==> src/rtl/iq_integrate_dump.sv <==
// I/Q integrate-and-dump: sums 16-bit lanes, accumulates over a window,
// then scales by an arithmetic right shift and saturates to 16 bits.
// Ports:
//   clock, reset            - rising-edge clock, synchronous active-high reset
//   data_in_i/q, _valid     - NUMBER_OF_LINE packed signed 16-bit lanes
//   dump_length, shift      - window length (0 means 1) and output shift
//   data_out_i/q, _valid    - saturated integrals, one-cycle valid pulse
//   overflow                - sticky flag, set when a dump saturates
module iq_integrate_dump #(
   parameter int NUMBER_OF_LINE = 8,
   parameter int ACC_WIDTH      = 40
) (
   input  logic                        clock,
   input  logic                        reset,
   input  logic [16*NUMBER_OF_LINE-1:0] data_in_i,
   input  logic [16*NUMBER_OF_LINE-1:0] data_in_q,
   input  logic                        data_in_valid,
   input  logic [15:0]                 dump_length,
   input  logic [4:0]                  shift,
   output logic [15:0]                 data_out_i,
   output logic [15:0]                 data_out_q,
   output logic                        data_out_valid,
   output logic                        overflow
);

   localparam int SUM_W = 19;

   typedef enum logic {
      IDLE,
      INTEG
   } state_t;

   // ---------------- stage 1: lane sums ----------------
   logic [SUM_W-1:0] sum_i_d, sum_q_d;
   logic [SUM_W-1:0] sum_i_q, sum_q_q;
   logic             s1_vld_q;
   logic [15:0]      s1_len_q;
   logic [4:0]       s1_sh_q;

   always_comb begin
      sum_i_d = '0;
      sum_q_d = '0;
      for (int k = 0; k < NUMBER_OF_LINE; k++) begin
         sum_i_d = sum_i_d
                 + {{(SUM_W-16){data_in_i[16*k+15]}}, data_in_i[16*k +: 16]};
         sum_q_d = sum_q_d
                 + {{(SUM_W-16){data_in_q[16*k+15]}}, data_in_q[16*k +: 16]};
      end
   end

   // Window controls travel with the beat so they are latched against
   // the same beat that opens the window.
   always_ff @(posedge clock) begin
      if (reset) begin
         s1_vld_q <= 1'b0;
         sum_i_q  <= '0;
         sum_q_q  <= '0;
         s1_len_q <= '0;
         s1_sh_q  <= '0;
      end else begin
         s1_vld_q <= data_in_valid;
         sum_i_q  <= sum_i_d;
         sum_q_q  <= sum_q_d;
         s1_len_q <= dump_length;
         s1_sh_q  <= shift;
      end
   end

   // ---------------- stage 2: accumulator FSM ----------------
   state_t                 state_q, state_d;
   logic [ACC_WIDTH-1:0]   acc_i_q, acc_i_d;
   logic [ACC_WIDTH-1:0]   acc_q_q, acc_q_d;
   logic [15:0]            cnt_q, cnt_d;
   logic [15:0]            len_q, len_d;
   logic [4:0]             sh_q, sh_d;
   logic                   dump_q, dump_d;
   logic [ACC_WIDTH-1:0]   ext_i, ext_q;
   logic [15:0]            len_in;

   assign ext_i  = {{(ACC_WIDTH-SUM_W){sum_i_q[SUM_W-1]}}, sum_i_q};
   assign ext_q  = {{(ACC_WIDTH-SUM_W){sum_q_q[SUM_W-1]}}, sum_q_q};
   assign len_in = (s1_len_q == 16'd0) ? 16'd1 : s1_len_q;

   always_comb begin
      state_d = state_q;
      acc_i_d = acc_i_q;
      acc_q_d = acc_q_q;
      cnt_d   = cnt_q;
      len_d   = len_q;
      sh_d    = sh_q;
      dump_d  = 1'b0;
      if (s1_vld_q) begin
         unique case (state_q)
            IDLE: begin
               acc_i_d = ext_i;
               acc_q_d = ext_q;
               len_d   = len_in;
               sh_d    = s1_sh_q;
               cnt_d   = 16'd1;
               if (len_in == 16'd1) begin
                  dump_d = 1'b1;
               end else begin
                  state_d = INTEG;
               end
            end
            INTEG: begin
               acc_i_d = acc_i_q + ext_i;
               acc_q_d = acc_q_q + ext_q;
               cnt_d   = cnt_q + 16'd1;
               if (cnt_d == len_q) begin
                  dump_d  = 1'b1;
                  state_d = IDLE;
               end
            end
         endcase
      end
   end

   always_ff @(posedge clock) begin
      if (reset) begin
         state_q <= IDLE;
         acc_i_q <= '0;
         acc_q_q <= '0;
         cnt_q   <= '0;
         len_q   <= '0;
         sh_q    <= '0;
         dump_q  <= 1'b0;
      end else begin
         state_q <= state_d;
         acc_i_q <= acc_i_d;
         acc_q_q <= acc_q_d;
         cnt_q   <= cnt_d;
         len_q   <= len_d;
         sh_q    <= sh_d;
         dump_q  <= dump_d;
      end
   end

   // ---------------- stage 3: scale and saturate ----------------
   // A following window may reload acc/shift on the same edge that this
   // stage captures them; the registered values are still the dumped ones.
   function automatic logic [16:0] sat16(input logic [ACC_WIDTH-1:0] v);
      logic [ACC_WIDTH-16:0] hi;
      hi = v[ACC_WIDTH-1:15];
      if ((&hi) || !(|hi)) begin
         sat16 = {1'b0, v[15:0]};
      end else if (v[ACC_WIDTH-1]) begin
         sat16 = {1'b1, 16'h8000};
      end else begin
         sat16 = {1'b1, 16'h7fff};
      end
   endfunction

   logic [ACC_WIDTH-1:0] shr_i, shr_q;
   logic [16:0]          sat_i, sat_q;
   logic [15:0]          out_i_q, out_q_q;
   logic                 out_vld_q, ovf_q;

   assign shr_i = $unsigned($signed(acc_i_q) >>> sh_q);
   assign shr_q = $unsigned($signed(acc_q_q) >>> sh_q);
   assign sat_i = sat16(shr_i);
   assign sat_q = sat16(shr_q);

   always_ff @(posedge clock) begin
      if (reset) begin
         out_i_q   <= '0;
         out_q_q   <= '0;
         out_vld_q <= 1'b0;
         ovf_q     <= 1'b0;
      end else begin
         out_vld_q <= dump_q;
         if (dump_q) begin
            out_i_q <= sat_i[15:0];
            out_q_q <= sat_q[15:0];
            ovf_q   <= ovf_q | sat_i[16] | sat_q[16];
         end
      end
   end

   assign data_out_i     = out_i_q;
   assign data_out_q     = out_q_q;
   assign data_out_valid = out_vld_q;
   assign overflow       = ovf_q;

endmodule

==> config.mk <==
export PLATFORM = sky130hd
export DESIGN_NAME = iq_integrate_dump
export DESIGN_NICKNAME = d
export VERILOG_FILES = /design/src/rtl/iq_integrate_dump.sv
export SDC_FILE = /design/constraint.sdc
export NUM_CORES = 1
export LEC_CHECK = 0
export BUFFER_PORTS_ARGS = -buffer_cell sky130_fd_sc_hd__buf_2
export CAP_MARGIN = 5
export CORE_MARGIN = 2
export CORE_UTILIZATION = 61
export CTS_BUF_LIST = sky130_fd_sc_hd__clkbuf_8
export CTS_CLUSTER_DIAMETER = 30
export DETAILED_ROUTE_END_ITERATION = 12
export PLACE_DENSITY = 0.95
export SETUP_SLACK_MARGIN = 0.5
export SLEW_MARGIN = 20
export SYNTH_ARGS = -nofsm -noshare
export SYNTH_HDL_FRONTEND = slang
export SYNTH_SLANG_ARGS = --single-unit
==> constraint.sdc <==
create_clock -name clock -period 6.38 [get_ports clock]
set_input_delay 1.276 -clock clock [delete_from_list [all_inputs] [get_ports clock]]
set_output_delay 1.276 -clock clock [all_outputs]
set_load 0.01 [all_outputs]
==> Word-level counts from Yosys, hierarchy flattened <==
Index checks and enable logic that the tools add are counted.
{ "totals": {"reg_bits": 213, "inputBits": 280, "output_inout_bits": 34, "word_cells": 66} }
{ "op_classes": {"add_sub_neg": 17, "n_eq_ne": 2, "shift": 2, "muxes": 14, "bitwise": 4, "n_reduce_logical": 11} }
{ "op_table": {"columns": ["operator", "n"], "rows": [
  ["case mux 40 bit (2 select lines)", 2],
  ["adder 19 bit", 8],
  ["adder 40 bit", 2],
  [">>> shifter 40 x 5 -> 40 bit", 2],
  ["AND reduction 25 bit", 2],
  ["OR reduction 25 bit", 2],
  ["2-to-1 mux 16 bit", 3],
  ["adder 18 x 16 -> 19 bit", 2],
  ["adder 17 x 16 -> 18 bit", 2],
  ["adder 16 x 16 -> 17 bit", 2],
  ["2-to-1 mux 17 bit", 2],
  ["case mux 16 bit (2 select lines)", 1],
  ["adder 16 x 1 -> 16 bit (second input constant)", 1],
  ["== test 16 x 1 -> 1 bit (second input constant)", 1],
  ["== test 16 bit", 1],
  ["zero test 16 bit", 1],
  ["2-to-1 mux 1 bit", 4],
  ["case mux 1 bit (2 select lines)", 2],
  ["zero test 1 bit", 2],
  ["logical OR 1 bit", 2],
  ["NOT 1 bit", 2],
  ["OR 1 bit", 2],
  ["AND reduction 2 bit", 1],
  ["OR reduction 2 bit", 1]
]} }

==> Longest topological paths before layout <==
Gate-level depths: netlist (run 1).
{ "logic_depth": {"ltp_word": 7, "depth_mapped": 20, "ltp_nobuf": 20} }

==> Worst setup path before layout (run 1) <==
OpenSTA, ideal clock, no wires.
{ "synth_path": {"path_type": "input to register", "startpoint": "input port data_in_i[50]", "endpoint": "register sum_i_q[18]", "setup_ns": 0.128, "arrival_time_ns": 5.782, "required_time_ns": 6.252, "path_slack_ns": 0.471, "path_stages": 20, "n_path_buf": 0, "cell_sequence": "inv_1 -> fa_1 -> inv_1 -> fa_1 -> fa_1 -> inv_1 -> fa_1 -> inv_1 -> ha_1 -> fa_1 -> a21o_1 -> a21oi_1 -> o21ai_0 -> a31oi_1 -> o21ai_0 -> o41a_1 -> a211o_1 -> a21oi_1 -> xnor2_1 -> nor2_1"} }
{ "synth_via": {"elab_chain_len": 5} }
{ "synth_rtl": {"columns": ["element", "line", "source"], "rows": [
  ["start: declaration", "15", "input logic [16*NUMBER_OF_LINE-1:0] data_in_i,"],
  ["adder 18 x 16 -> 19 bit", "45", "+ {{(SUM_W-16){data_in_i[16*k+15]}}, data_in_i[16*k +: 16]};"],
  ["adder 19 bit (4 in a row)", "45", null],
  ["end signal: assignment", "62", "sum_i_q <= sum_i_d;"],
  ["end: declaration", "35", "logic [SUM_W-1:0] sum_i_q, sum_q_q;"]
]} }
Every way passes these cells.
A chain may end at the register's enable or synchronous reset.

==> Final worst setup path (run 1) <==
Ends and elaborated chain as after synthesis.

==> summary.txt, run 1 <==
Synth
  – Share of the synthesized area in the top cell type: 0.177
  – Most common library cells after synthesis: 438 x inv_1, 246 x nor2_1, 228 x nand2_1
  – Cell with the most instances after synthesis: inv_1
  – Ys flop type: dfxtp_1
  – EDFF count, synth: 0
  – Synth top area cells: dfxtp_1 18%, fa_1 17%, inv_1 6.8%
  – Syn Nets: around 3,600
  – Synthesized area: between 20,000 and 25,000 µm²
  – Seq cells post-synth: around 210
  – Syn Inst Count: ~3,000
  – Sequential fraction of the synthesis area: 0.177
  – Library cells used by synthesis: 90
  – Syn Area/Cell: between 8 and 9 µm²
  – FFs w/ async S/R, synth: 0
  – Area leader, netlist: dfxtp_1
  – Synth warn: 0

Detailed routing
  – Wire per inst: about 18 µm
  – # DRC: 0
  – Drt pass-1 iters: 7
  – DRT antenna net count: 0
  – Initial drt markers: 2,340
  – DRT Wirelength: around 66 mm
  – Routed vias: around 23,000
  – Via density: between 6 and 7

Power
  – Design Power: between 9 and 10 mW
  – P_sw: approximately 4.1 mW
  – Seq pwr share: 0.191
  – Switching Share: 0.441
  – Pint: approximately 5.1 mW
  – Combinational share of power: 0.607
  – VDD IR max: 0.000314 V
  – P_leak: 12.8 nW
  – Power per cell area: 340 nW/µm²
  – Clock power share: 0.202

Global route
  – Largest net degree at the start of global routing: 74
  – GR Util All Layers: 0.315
  – Antenna violations before repair: 0
  – GR Overflow Total: 0
  – First-pass GRT wire length: between 100 and 150 mm
  – Vias in the first global route: 22,400

STA
  – Slew @ Worst Pin: around 1.1 ns
  – Worst slew margin: 0.237
  – Setup TNS: 0 ns
  – Fin. Hold Viols: 0
  – Hold Slack: about 0.43 ns
  – Worst setup margin: 0.788 ns
  – Fmax: roughly 0.18 GHz
  – Crit share post-route: 0.876
  – Fin. max-slew vios: 0
  – # setup viols final: 0
  – RSZ-0062 raised after global routing: true
  – Skew final: ~0.041 ns
  – Crit path time final: between 5 and 6 ns

Floorplanning
  – # IOs: ~310
  – Initial core utilization: 0.621
  – Die Area: between 40,000 and 50,000 µm²
  – Die Span Y: 203 µm
  – Rows: 72
  – Area of the core: 38,800 µm²
  – Horiz. Die Dim: between 200 and 250 µm

Cells and area
  – # nets final: 3,786
  – Final Cell Area: 27,000 µm²
  – Register Area: around 4300 µm²
  – # diodes: 0
  – Fill cells: 2,925
  – Fin util: 0.695
  – Layout cells sized above 1: 0.163
  – Fin cells: 3,744
  – Footprint of the multi-input gates: 17,500 µm²
  – Area grow syn2layout: 12.0%

Clock network
  – CTS tree: done
  – H-tree levels: 2
  – Maximum buffer depth of the clock tree: 3
  – Worst skew pair latency: between 0.6 and 0.7 ns
  – Hold buffers post-CTS: 0
  – Clock transition at the registers of the reported paths: roughly 0.06 ns
  – Cts bufs inserted: 46
  – CTS root buf: clkbuf_8
  – TritonCTS Sinks: 213

Setup path
  – Crit end category: flop
  – Worst EP required: between 6 and 7 ns
  – Crit path from: data_in_i[50]
  – Worst Path Arrival: 6.04 ns
  – CP startpoint kind: input port
  – RR Startpoint: sh_q[1]
  – Critical path type: input port to flop
  – CP max FO: 2

Place
  – GPL Wtd Cong: between 0.9 and 1
  – Post-DP HPWL: roughly 50 mm
  – Pre-CTS WS: 0.0403 ns
  – Placed Cells: 3,658
  – Post-DP Area: roughly 26,000 µm²
  – Port bufs: between 300 and 400

Worst hold path
  – HP Class: flop to flop
  – HP Start: s1_sh_q[1]

Run
  – Max-Cap Viols: 0

Status
  – Status: finished clean
[final timing paths]
| path | slack, ns | endpoint | depth (start not counted) |
|---|---|---|---|
| setup / recovery | 0.79 | sum_i_q[18] | 21 |
| hold / removal | 0.43 | sh_q[1] | 2 |
| setup reg to reg | 2.11 | data_out_q[4] | 10 |
| hold reg to reg | 0.43 | sh_q[1] | 2 |
[power groups by stage]
stage	clock, mW	combinational [mW]	sequential (mW)
final	1.86	5.57	1.75
after detailed placement	0	5.40	1.76
after global routing	1.93	6.29	1.77
after CTS	1.87	5.47	1.74
after global placement	0	5.18	1.76
after floorplan	0	4.33	1.68
[kinds of logic (layout without fill, tap and decap cells)]
| logic type | count (synthesis) | after routing | share of synthesized area |
|---|---|---|---|
| compound gates | 736 | 736 | 0.200 |
| xor+xnor | 116 | 116 | 0.0421 |
| fa+ha+maj | 317 | 317 | 0.227 |
| buf+inv | 603 | 862 | 0.0981 |
| flops | 213 | 213 | 0.177 |
| mux | 208 | 208 | 0.106 |
| simple gates | 774 | 774 | 0.150 |
[flip-flops by register name, summed over array words and instances (netlist names), 5 cells and up]
signal and cells:
cnt_q 16, sum_i_q 19, sum_q_q 19, s1_sh_q 5, sh_q 5, acc_q_q 40
data_out_i 16, acc_i_q 40, len_q 16, s1_len_q 16, data_out_q 16
[cells in the final DEF (no fill, tap or decap), types with 19 or more instances in the layout]
cell type and instances:
a211oi_1 70, a21o_1 48, a21oi_1 218, a221o_1 30, a31oi_1 31, and3_1 29
buf_2 312, buf_4 19, clkbuf_8 54, dfxtp_1 206, fa_1 200, ha_1 117
inv_1 444, mux2_2 46, mux2i_1 129, mux4_2 32, nand2_1 228, nand2b_1 21
nand3_1 51, nand4_1 21, nor2_1 245, nor2b_1 54, nor3_1 58, o211ai_1 42
o21ai_0 125, o21bai_1 20, xnor2_1 73, xor2_1 43
[critical path, cell delays in order]
cell and delay [ns]:
buf_2 0.07, inv_1 0.04, fa_1 0.54, inv_1 0.06, fa_1 0.49, fa_1 0.49, inv_1 0.05, fa_1 0.47
inv_1 0.04, ha_1 0.22, fa_1 0.47, a21o_1 0.19, a21oi_2 0.19, o21ai_1 0.10, a31oi_1 0.20, o21ai_1 0.12
o41a_1 0.42, a211o_1 0.28, a21oi_2 0.15, xnor2_1 0.13, nor2_1 0.05
[layer usage]
layer / wire [µm] / share of wire / global-route usage / up-vias
met3: 6480 / 0.099 / 0.0600 / 229
li1: - / - / - / 10600
met1: 25500 / 0.39 / 0.400 / 10700
met5: 0 / 0 / 0 / -
met2: 31300 / 0.48 / 0.529 / 1294
met4: 2380 / 0.036 / 0.125 / 0
[cell type report]
| type | count | area share |
|---|---|---|
| multi-input cells | 2151 | 0.648 |
| flip-flops and latches | 213 | 0.159 |
| repair buffers | 333 | 0.0643 |
| inverters | 444 | 0.0617 |
| clock buffers | 54 | 0.0275 |
| well taps | 518 | 0.0240 |
| clock inverters | 31 | 0.0153 |
[repair_timing]
action                                  4_1_cts  5_1_grt
endpoints found under the setup margin        0        2
resized for setup                             0        4
setup buffers                                 0        1
(Power assumes the default switching activity.)
==> run 2, diff against run 1 <==
Settings changed: CORE_UTILIZATION 61 to 60, PLACE_DENSITY 0.95 to 0.93.
==> run 2 against run 1 <==
Effect of this change:
- clock-buffer cell count increased by 5
- worst hold slack improved by 0.0056 ns
- final cell count increased by 0.24%
- sequential share of layout area about the same
- final area about the same
- critical path depth unchanged
- register-to-register slack got worse by 0.07 ns
- via count decreased by 1.2%
- highest routed layer is now met5
- critical path type unchanged
- total power decreased by 0.14%
==> summary.txt, run 2 (synthesis gave the netlist of run 1 again) <==
Power
  – Design Power: 9.16 mW (-0.14%)
  – P_leak: 12.8 nW (+0.17%)
  – Power per cell area: 339 nW/µm² (-0.23%)
  – VDD IR max: 0.000267 V (-15%)

Detailed routing
  – # DRC: 0 (unchanged)
  – Routed vias: 22,600 (-1.2%)
  – Via density: 6.01 (-1.4%)
  – Drt pass-1 iters: 6 (-1)
  – Wire per inst: 17.0 µm (-3.0%)
  – DRT Wirelength: 63.8 mm (-2.8%)
  – Initial drt markers: 2,254 (-3.7%)
  – DRT antenna net count: 0 (unchanged)

Setup path
  – Cell family with most CP delay: adder cells
  – Most used cell along the critical path: fa_1
  – Max incr delay on CP: 0.53 ns (about the same)
  – CP max FO: 3 (+1)
  – Crit path from: data_in_i[50]
  – CP cell instances: buf_2 -> inv_1 -> fa_1 -> inv_1 -> fa_1 -> fa_1 -> inv_1 -> fa_1 -> inv_1 -> ha_1 -> fa_1 -> a21o_1 -> a21oi_2 -> o21ai_1 -> a31oi_1 -> o21ai_1 -> o41a_1 -> buf_4 -> nand3_1 -> nor4bb_1 -> a2111oi_0
  – Worst EP required: 6.83 ns (about the same)
  – CP startpoint kind: input port
  – Crit end category: flop
  – Worst Path Arrival: 6.12 ns (+0.08 ns)
  – Worst Path Buf+Inv: 6 (+1)
  – RR Startpoint: sh_q[1]
  – Slowest-stage cell, CP: fa_1
  – Critical path type: input port to flop

STA
  – Skew final: 0.0378 ns (-0.00298 ns)
  – Slew @ Worst Pin: 1.13 ns (-0.0172 ns)
  – Fin. Hold Viols: 0 (unchanged)
  – # setup viols final: 0 (unchanged)
  – Worst slew margin: 0.248 (+0.0115)
  – Crit share post-route: 0.889 (+0.0129)
  – Setup TNS: 0 ns (unchanged)
  – Crit path time final: 5.67 ns (+0.0822 ns)
  – Fmax: 0.176 GHz (-1.4%)
  – Fin. max-slew vios: 0 (unchanged)
  – RSZ-0062 raised after global routing: false

Place
  – Port bufs: 313 (unchanged)
  – Post-DP HPWL: 47.8 mm (-1.8%)
  – GPL Wtd Cong: 0.966 (-1.8%)

Clock network
  – Hold buffers post-CTS: 0 (unchanged)
  – Worst skew pair latency: 0.64 ns (+0.03 ns)
  – Cts bufs inserted: 47 (+2.2%)
  – H-tree levels: 2 (unchanged)
  – TritonCTS Sinks: 213 (unchanged)
  – Clock transition at the registers of the reported paths: 0.06 ns (about the same)
  – CTS root buf: clkbuf_8
  – CTS tree: done
  – Maximum buffer depth of the clock tree: 3 (unchanged)

Floorplanning
  – # IOs: 314 (unchanged)
  – Initial core utilization: 0.607 (-0.0141)
  – Die Area: 41,800 µm² (+1.6%)
  – Rows: 73 (+1.4%)
  – Horiz. Die Dim: 204 µm (+0.81%)
  – Die Span Y: 204 µm (+0.81%)
  – Area of the core: 39,700 µm² (+2.3%)

Status
  – Status: finished clean

Cells and area
  – # nets final: 3,788 (+0.053%)
  – # diodes: 0 (unchanged)
  – Area grow syn2layout: 12.1% (about the same)
  – Largest regs: acc_i_q x40, acc_q_q x40
  – Most common cell after layout, fill and taps aside: inv_1
  – Layout cells sized above 1: 0.163 (-0.000411)
  – Most frequent cells in the layout: 446 x inv_1, 312 x buf_2, 245 x nor2_1, 228 x nand2_1, 218 x a21oi_1

Global route
  – Largest net degree at the start of global routing: 71 (-4.1%)
  – First-pass GRT wire length: 105 mm (-2.3%)
  – Vias in the first global route: 21,900 (-2.1%)
  – GR Overflow Total: 0 (unchanged)
  – GR Util All Layers: 0.305 (-0.00947)
  – Antenna violations before repair: 1 (+1)

Worst hold path
  – HP Start: s1_sh_q[0]
  – HP Class: flop to flop

Run
  – Max-Cap Viols: 0 (unchanged)
-- run 2: cell count changes in the layout (fill, tap and decap cells not counted), moves of 2 or more --
cell        before  now
inv_1          444  446
inv_8            2    0
clkinvlp_4       4    2
clkinv_2         7    4
clkbuf_8        54   59
-- run 2: area by class of cell --
class	instances	area, µm²
Sequential cell	213	4290
Tap cell	525	657
Timing Repair Buffer	334	1740
Fill cell	3116	12700
Clock buffer	59	812
Clock inverter	27	357
Inverter	444	1670
Multi-Input combinational cell	2151	17500
-- run 2: path summary, 6_finish.rpt --
check             endpoint  slack [ns]  depth (start not counted)
max reg2reg  data_out_q[5]        2.04                         10
min                sh_q[0]        0.43                          2
max            sum_i_q[16]        0.71                         21
min reg2reg        sh_q[0]        0.43                          2
-- run 2: per-layer routing --
metal / global-route usage / routed length (µm)
met5: 0 / 13
met4: 0.116 / 2130
met3: 0.0536 / 5680
met2: 0.509 / 30100
met1: 0.395 / 25900
-- run 2: power by group --
group	internal [mW]	total [mW]	switching, mW
clock network	1.17	1.86	0.690
logic	2.45	5.56	3.10
registers	1.53	1.75	0.222
total	5.15	9.16	4.02
-- run 2: metrics by stage --
step	setup slack [ns]	instances	util	hold slack (ns)	instance area [µm²]
global route	0.483	3753	0.680	0.455	27000
detailed placement	0.0218	3665	0.650	0.426	25800
floorplan	0.504	2967	-	0.417	24100
global placement	0.117	3665	0.650	0.414	25800
CTS	0.652	3751	0.679	0.436	27000
finish	0.706	3753	0.680	0.431	27000
-- run 2: worst reg2reg max path, cell delays in order (launching register included) --
cell and delay, ns:
dfxtp_4 0.91, buf_12 0.41, mux4_2 0.65, mux2i_1 0.23
nor2_1 0.09, a2111oi_0 0.69, o2111ai_1 0.18, nor3_1 0.17
a31oi_1 0.21, nor2_2 0.50, a221o_1 0.25
-- run 2: what timing repair did --
item                       4_1_cts  5_1_grt
setup endpoints to repair        0        1
resized for setup                0        3
setup buffers                    0        2
